## src/rtl/regbank_arb_pkg.sv

```systemverilog
// Shared types and widths for the register-bank arbiter.
package regbank_arb_pkg;

    localparam int unsigned REG_SEL_W = 3;
    localparam int unsigned DATA_W    = 8;

    // Transaction sequencer states
    typedef enum logic [2:0] {
        IDLE  = 3'd0,
        READ  = 3'd1,
        PTR   = 3'd2,
        WRITE = 3'd3,
        ACK   = 3'd4
    } state_e;

    // Request fields latched at grant time
    typedef struct packed {
        logic                 we;
        logic                 ind;
        logic [REG_SEL_W-1:0] sel;
        logic [DATA_W-1:0]    wdata;
    } req_fields_t;

    // Owner encoding for the one-bit owner and priority pointer
    localparam logic OWNER_A = 1'b0;
    localparam logic OWNER_B = 1'b1;

endpackage

```

## src/rtl/rr_arbiter_2.sv

```systemverilog
// Two-way combinational arbiter; ptr picks the winner when both request.
module rr_arbiter_2 (
    input  logic [1:0] req,
    input  logic       ptr,
    output logic [1:0] gnt_c
);

    // One-hot grant: bit 0 = requester A, bit 1 = requester B
    always_comb begin
        gnt_c = 2'b00;
        if (req == 2'b11) begin
            gnt_c = ptr ? 2'b10 : 2'b01;
        end else begin
            gnt_c = req;
        end
    end

endmodule

```

## src/rtl/register_bank_arbiter.sv

```systemverilog
// Arbitrates two requesters onto a single register bank; supports direct and
// indirect reads and writes, all outputs registered.
module register_bank_arbiter
    import regbank_arb_pkg::*;
(
    input  logic                 clk,
    input  logic                 rst_n,
    input  logic                 a_req,
    input  logic                 a_we,
    input  logic                 a_ind,
    input  logic [REG_SEL_W-1:0] a_sel,
    input  logic [DATA_W-1:0]    a_wdata,
    output logic                 a_ack,
    output logic [DATA_W-1:0]    a_rdata,
    input  logic                 b_req,
    input  logic                 b_we,
    input  logic                 b_ind,
    input  logic [REG_SEL_W-1:0] b_sel,
    input  logic [DATA_W-1:0]    b_wdata,
    output logic                 b_ack,
    output logic [DATA_W-1:0]    b_rdata,
    output logic                 busy,
    output logic                 bank_read_en,
    output logic                 bank_write_en,
    output logic [REG_SEL_W-1:0] bank_rx_sel,
    output logic [REG_SEL_W-1:0] bank_ry_sel,
    output logic                 bank_indirect_en,
    output logic [DATA_W-1:0]    bank_wdata,
    input  logic [DATA_W-1:0]    bank_bus_data,
    input  logic [DATA_W-1:0]    bank_ry_data
);

    state_e               state_q, state_d;
    logic                 ptr_q, ptr_d;
    logic                 owner_q, owner_d;
    req_fields_t          fld_q, fld_d;
    logic [REG_SEL_W-1:0] tgt_q, tgt_d;

    logic                 a_ack_q, a_ack_d;
    logic                 b_ack_q, b_ack_d;
    logic [DATA_W-1:0]    a_rdata_q, a_rdata_d;
    logic [DATA_W-1:0]    b_rdata_q, b_rdata_d;
    logic                 busy_q, busy_d;
    logic                 rd_en_q, rd_en_d;
    logic                 wr_en_q, wr_en_d;
    logic [REG_SEL_W-1:0] rx_sel_q, rx_sel_d;
    logic [REG_SEL_W-1:0] ry_sel_q, ry_sel_d;
    logic                 ind_en_q, ind_en_d;
    logic [DATA_W-1:0]    wdata_q, wdata_d;

    logic [1:0]           gnt_c;
    req_fields_t          a_fld_c, b_fld_c;
    logic                 unused_ry_hi_c;

    assign a_fld_c = '{we: a_we, ind: a_ind, sel: a_sel, wdata: a_wdata};
    assign b_fld_c = '{we: b_we, ind: b_ind, sel: b_sel, wdata: b_wdata};

    // Only the low selector bits of the pointer register are meaningful
    assign unused_ry_hi_c = |bank_ry_data[DATA_W-1:REG_SEL_W];

    rr_arbiter_2 u_arb (
        .req   ({b_req, a_req}),
        .ptr   (ptr_q),
        .gnt_c (gnt_c)
    );

    // Next-state, latched fields, and next values of the registered outputs
    always_comb begin
        state_d   = state_q;
        ptr_d     = ptr_q;
        owner_d   = owner_q;
        fld_d     = fld_q;
        tgt_d     = tgt_q;
        a_rdata_d = a_rdata_q;
        b_rdata_d = b_rdata_q;
        a_ack_d   = 1'b0;
        b_ack_d   = 1'b0;
        busy_d    = 1'b0;
        rd_en_d   = 1'b0;
        wr_en_d   = 1'b0;
        rx_sel_d  = '0;
        ry_sel_d  = '0;
        ind_en_d  = 1'b0;
        wdata_d   = '0;

        unique case (state_q)
            IDLE: begin
                if (gnt_c != 2'b00) begin
                    owner_d = gnt_c[1] ? OWNER_B : OWNER_A;
                    fld_d   = gnt_c[1] ? b_fld_c : a_fld_c;
                    tgt_d   = fld_d.sel;
                    if (!fld_d.we) begin
                        state_d = READ;
                    end else if (fld_d.ind) begin
                        state_d = PTR;
                    end else begin
                        state_d = WRITE;
                    end
                end
            end
            READ: begin
                if (owner_q == OWNER_B) begin
                    b_rdata_d = bank_bus_data;
                end else begin
                    a_rdata_d = bank_bus_data;
                end
                state_d = ACK;
            end
            PTR: begin
                tgt_d   = bank_ry_data[REG_SEL_W-1:0];
                state_d = WRITE;
            end
            WRITE: begin
                state_d = ACK;
            end
            ACK: begin
                ptr_d   = ~owner_q;
                state_d = IDLE;
            end
            default: begin
                state_d = IDLE;
            end
        endcase

        // Outputs are registered, so they are decoded from the state being entered
        busy_d = (state_d != IDLE);
        unique case (state_d)
            READ: begin
                rd_en_d  = 1'b1;
                ry_sel_d = fld_d.sel;
                ind_en_d = fld_d.ind;
            end
            PTR: begin
                ry_sel_d = fld_d.sel;
            end
            WRITE: begin
                wr_en_d  = 1'b1;
                rx_sel_d = tgt_d;
                wdata_d  = fld_d.wdata;
            end
            ACK: begin
                a_ack_d = (owner_d == OWNER_A);
                b_ack_d = (owner_d == OWNER_B);
            end
            default: begin
            end
        endcase
    end

    // State and output registers with synchronous active-low reset
    always_ff @(posedge clk) begin
        if (!rst_n) begin
            state_q   <= IDLE;
            ptr_q     <= OWNER_A;
            owner_q   <= OWNER_A;
            fld_q     <= '0;
            tgt_q     <= '0;
            a_ack_q   <= 1'b0;
            b_ack_q   <= 1'b0;
            a_rdata_q <= '0;
            b_rdata_q <= '0;
            busy_q    <= 1'b0;
            rd_en_q   <= 1'b0;
            wr_en_q   <= 1'b0;
            rx_sel_q  <= '0;
            ry_sel_q  <= '0;
            ind_en_q  <= 1'b0;
            wdata_q   <= '0;
        end else begin
            state_q   <= state_d;
            ptr_q     <= ptr_d;
            owner_q   <= owner_d;
            fld_q     <= fld_d;
            tgt_q     <= tgt_d;
            a_ack_q   <= a_ack_d;
            b_ack_q   <= b_ack_d;
            a_rdata_q <= a_rdata_d;
            b_rdata_q <= b_rdata_d;
            busy_q    <= busy_d;
            rd_en_q   <= rd_en_d;
            wr_en_q   <= wr_en_d;
            rx_sel_q  <= rx_sel_d;
            ry_sel_q  <= ry_sel_d;
            ind_en_q  <= ind_en_d;
            wdata_q   <= wdata_d;
        end
    end

    assign a_ack            = a_ack_q;
    assign b_ack            = b_ack_q;
    assign a_rdata          = a_rdata_q;
    assign b_rdata          = b_rdata_q;
    assign busy             = busy_q;
    assign bank_read_en     = rd_en_q;
    assign bank_write_en    = wr_en_q;
    assign bank_rx_sel      = rx_sel_q;
    assign bank_ry_sel      = ry_sel_q;
    assign bank_indirect_en = ind_en_q;
    assign bank_wdata       = wdata_q;

endmodule

```

## config.mk

```make
export PLATFORM = sky130hd
export DESIGN_NAME = register_bank_arbiter
export DESIGN_NICKNAME = d
export VERILOG_FILES = /design/src/rtl/regbank_arb_pkg.sv /design/src/rtl/rr_arbiter_2.sv /design/src/rtl/register_bank_arbiter.sv
export SDC_FILE = /design/constraint.sdc
export NUM_CORES = 1
export LEC_CHECK = 0
export CAP_MARGIN = 20
export CORE_ASPECT_RATIO = 0.9
export CORE_UTILIZATION = 39
export CTS_CLUSTER_SIZE = 14
export DETAILED_ROUTE_END_ITERATION = 8
export HOLD_SLACK_MARGIN = 0.03
export PLACE_DENSITY = 0.75
export SETUP_SLACK_MARGIN = 0.1
export SYNTH_ARGS = -nofsm -noshare
export SYNTH_HDL_FRONTEND = slang
export SYNTH_SLANG_ARGS = --single-unit
```

## constraint.sdc

```tcl
create_clock -name clk -period 1.65 [get_ports clk]
set_clock_uncertainty 0.2 [all_clocks]
set_input_delay 0.33 -clock clk [delete_from_list [all_inputs] [get_ports clk]]
set_output_delay 0.33 -clock clk [all_outputs]
set_load 0.02 [all_outputs]
```

==> results of run 1 <==
[worst paths after layout]
path,startpoint,endpoint,cells after the start
worst max-delay path,state_q[1]$_SDFF_PN0_,bank_rx_sel[2]$_SDFF_PN0_,5
worst min-delay path,rst_n,state_q[2]$_SDFF_PN0_,3
worst max register to register,state_q[1]$_SDFF_PN0_,bank_rx_sel[2]$_SDFF_PN0_,5
worst min register to register,a_rdata[1]$_SDFFE_PN0P_,a_rdata[1]$_SDFFE_PN0P_,2
[repair_timing]
item / in CTS / in global routing
gates cloned: 1 / 0
endpoints found under the setup margin: 75 / 51
gates resized for setup: 89 / 37
hold endpoints to repair: 0 / 0
buffers inserted: 5 / 2
pin swaps: 21 / 6
[power by group through the flow]
stage	clock [mW]	sequential, mW	combinational [mW]
after floorplan	0	1.48	0.398
after global placement	0	1.43	0.827
after detailed placement	0	1.43	0.843
after CTS	0.917	1.41	0.965
after global routing	0.957	1.42	1.10
final	0.907	1.41	1.04
[final cells by class]
class | instances | area (µm²) | area share
clock inverters | 2 | 38.8 | 0.0107
well taps | 67 | 83.8 | 0.0231
inverters | 5 | 18.8 | 0.00517
clock buffers | 6 | 72.6 | 0.0200
repair buffers | 120 | 1120 | 0.308
flip-flops and latches | 52 | 1060 | 0.291
multi-input cells | 141 | 1240 | 0.342
[stage by stage]
| stage | area [µm²] | setup slack (ns) | setup TNS, ns |
|---|---|---|---|
| floorplan | 2150 | 0.0894 | 0 |
| global placement | 3200 | -0.511 | -12.90 |
| detailed placement | 3200 | -0.514 | -14.73 |
| CTS | 3530 | 0.0268 | 0 |
| global route | 3630 | -0.0346 | -0.0872 |
| finish | 3630 | 0.0365 | 0 |
[cell families after synthesis]
logic type,after synthesis,share of synthesized area
AND/OR/NAND/NOR,87,0.235
flip-flops,52,0.487
AO/OA/AOI/OAI,46,0.183
buffers and inverters,21,0.0579
multiplexers,8,0.0375
[cells in the final DEF (no fill, tap or decap), drive strengths merged, types with 3 or more instances in the layout]
| cell type | Yosys | final |
|---|---|---|
| nor4 | 9 | 9 |
| mux2i | 8 | 8 |
| nand2 | 21 | 21 |
| nor2 | 22 | 22 |
| a21oi | 12 | 12 |
| buf | 11 | 44 |
| dlygate4sd2 | 0 | 23 |
| and2 | 6 | 6 |
| a32oi | 4 | 4 |
| dfxtp | 52 | 52 |
| and3 | 8 | 8 |
| o21ai | 5 | 5 |
| nand3 | 4 | 4 |
| a211oi | 14 | 14 |
| clkdlybuf4s50 | 0 | 37 |
| a21o | 3 | 3 |
| clkbuf | 5 | 10 |
| nor3 | 11 | 11 |
| inv | 4 | 5 |
| clkdlybuf4s15 | 0 | 11 |
[layer usage]
metal,track usage,vias up,share of wire
met5,0,-,0
met4,0.0833,0,0.017
met3,0.0692,10,0.076
met2,0.403,67,0.51
met1,0.240,937,0.40
li1,-,974,-
[worst min-delay path: stages]
cell and delay, ns:
sky130_fd_sc_hd__dlymetal6s2s_1 0.18, sky130_fd_sc_hd__nand3b_1 0.15, sky130_fd_sc_hd__inv_1 0.06
[sequential cells by signal, indices dropped and copies added (netlist names)]
name / cells
bank_ry_sel: 3
bank_write_en: 1
bank_wdata: 8
a_rdata: 8
owner_q: 1
a_ack: 1
b_ack: 1
tgt_q: 3
bank_rx_sel: 3
state_q: 3
b_rdata: 8
fld_q: 8
busy: 1
bank_read_en: 1
ptr_q: 1
bank_indirect_en: 1
==> reports/qor.yml, run 1 <==
mean_instance_size_in_the_synthesized_netlist_um2: 9.99
top_cells_by_count_synth: "52 x sky130_fd_sc_hd__dfxtp_1, 21 x sky130_fd_sc_hd__nand2_1, 19 x sky130_fd_sc_hd__nor2_1"
worst_ir_drop_vdd_uv: 397
power.share.combinational: 0.310
numCtsBuffers: 5
port_buffers: 76
crit_path_max_incr_delay_ns: 0.40
io_pins: 82
cts-htree-levels: 2
clock_latency_late_sink_ns: 0.31
finalMaxSlewViolations: 0
dieHeight_um: 72.2
post-route-drc-count: 0
share_of_post_route_cells_with_drive_strength_above_1: 0.359
first_iter_violations: 57
slew_headroom: 0.796
placement_rows: 25
worst_hold_slack_ns: 0.242
finalHoldViolations: 0
path_common_cell: "sky130_fd_sc_hd__buf_4"
yosys.cell_count.top_type: "sky130_fd_sc_hd__dfxtp_1"
hold_buffers: 0
rsz0062_at_grt: "yes"
gp_routability_congestion: 0.818
regToRegSetupSlack_ns: 0.04
crit_slowest_cell: "sky130_fd_sc_hd__dfxtp_4"
tightestPinTransition_ns: 0.305
drt_first_pass_iters: 4
yosysSeqAreaShare: 0.487
power_switching_mw: 1.04
synthToLayoutAreaGrowth_pct: 69.9
root_buffer: "sky130_fd_sc_hd__clkbuf_8"
synth_area_um2: 2140
clkSinkCount: 52
cell_count_after_synthesis: 214
postSynthRegisterBits: 52
synthDistinctLibCells: 39
clkPwrFrac: 0.270
first_global_vias: 2051
leakagePower_nw: 1.47
netlist.area_leader.share: 0.487
fin_nets: 371
vias: 1988
layout.cells.non_filler: 393
fillCellCount: 407
cp_max_fo: 9
synth-edff-count: 0
finish_stage_setup_viols: 0
synth_top_area_cell: "sky130_fd_sc_hd__dfxtp_1"
initial_utilization: 0.407
power-per-cell-area_nw_per_um2: 925
mapped_nets: 260
synth_warnings: 0
timing.final.crit_share: 0.978
largest_net_degree_at_the_start_of_global_routing: 17
postSynth.topFlopCell: "sky130_fd_sc_hd__dfxtp_1"
avgViaCountPerCell: 5.06
numPlacedInstances: 377
max_freq_ghz: 0.620
finalCriticalPeriod_ns: 1.61
worstHoldPathType: "input pin to flop"
core_area_um2: 5260
detail_route.wirelength_mm: 6.30
worstSetupStartpointType: "flop"
antenna_left: 0
clock_tree_buffer_depth: 2
drv.max_cap_violation_count: 0
totalPowerFinal_mw: 3.36
p_seq_frac: 0.420
cp.arrival_ns: 1.65
die_w_um: 80.1
outcome: "completed"
cts_clock_pin_slew_for_the_worst_setup_and_hold_paths_ns: 0.10
cts_tree: "done"
grt.total_usage: 0.221
final_util: 0.691
criticalPathCategory: "flop to flop"
design.die.area_um2: 5780
yosys-top-cells-area: "sky130_fd_sc_hd__dfxtp_1 49%, sky130_fd_sc_hd__a211oi_2 4.1%, sky130_fd_sc_hd__mux2i_1 3.7%"
cpLargestDelayFamily: "compound AO/OA/AOI/OAI gates"
wire_length_of_the_first_global_routing_pass_mm: 9.74
dp.final_hpwl_mm: 4.15
internal_power_mw: 2.32
wire_per_inst_um: 16.0
power.switching_fraction: 0.309
grt-ovfl-total: 0
grt_antenna_before_repair: 0
antennaDiodeCount: 0
postSynth.asyncResetShare: 0
timing.critical_path.buf_inv: 2
timing.critical_path.cells: "buf_4, o31ai_2, buf_4, a32oi_2, a211oi_2"
crit_path_end_kind: "flop"
worst_endpoint_required_time_ns: 1.68
No activity file was read; power rests on OpenSTA's default activity.
==> inputs of run 2 (changes only) <==
--- a/config.mk
+++ b/config.mk
@@ -8,6 +8,7 @@
 export CAP_MARGIN = 20
 export CORE_ASPECT_RATIO = 0.9
 export CORE_UTILIZATION = 39
+export CTS_CLUSTER_DIAMETER = 200
 export CTS_CLUSTER_SIZE = 14
 export DETAILED_ROUTE_END_ITERATION = 8
 export HOLD_SLACK_MARGIN = 0.03
==> results of run 2 <==
Final layout, timing and power as in run 1 (identical DEF).
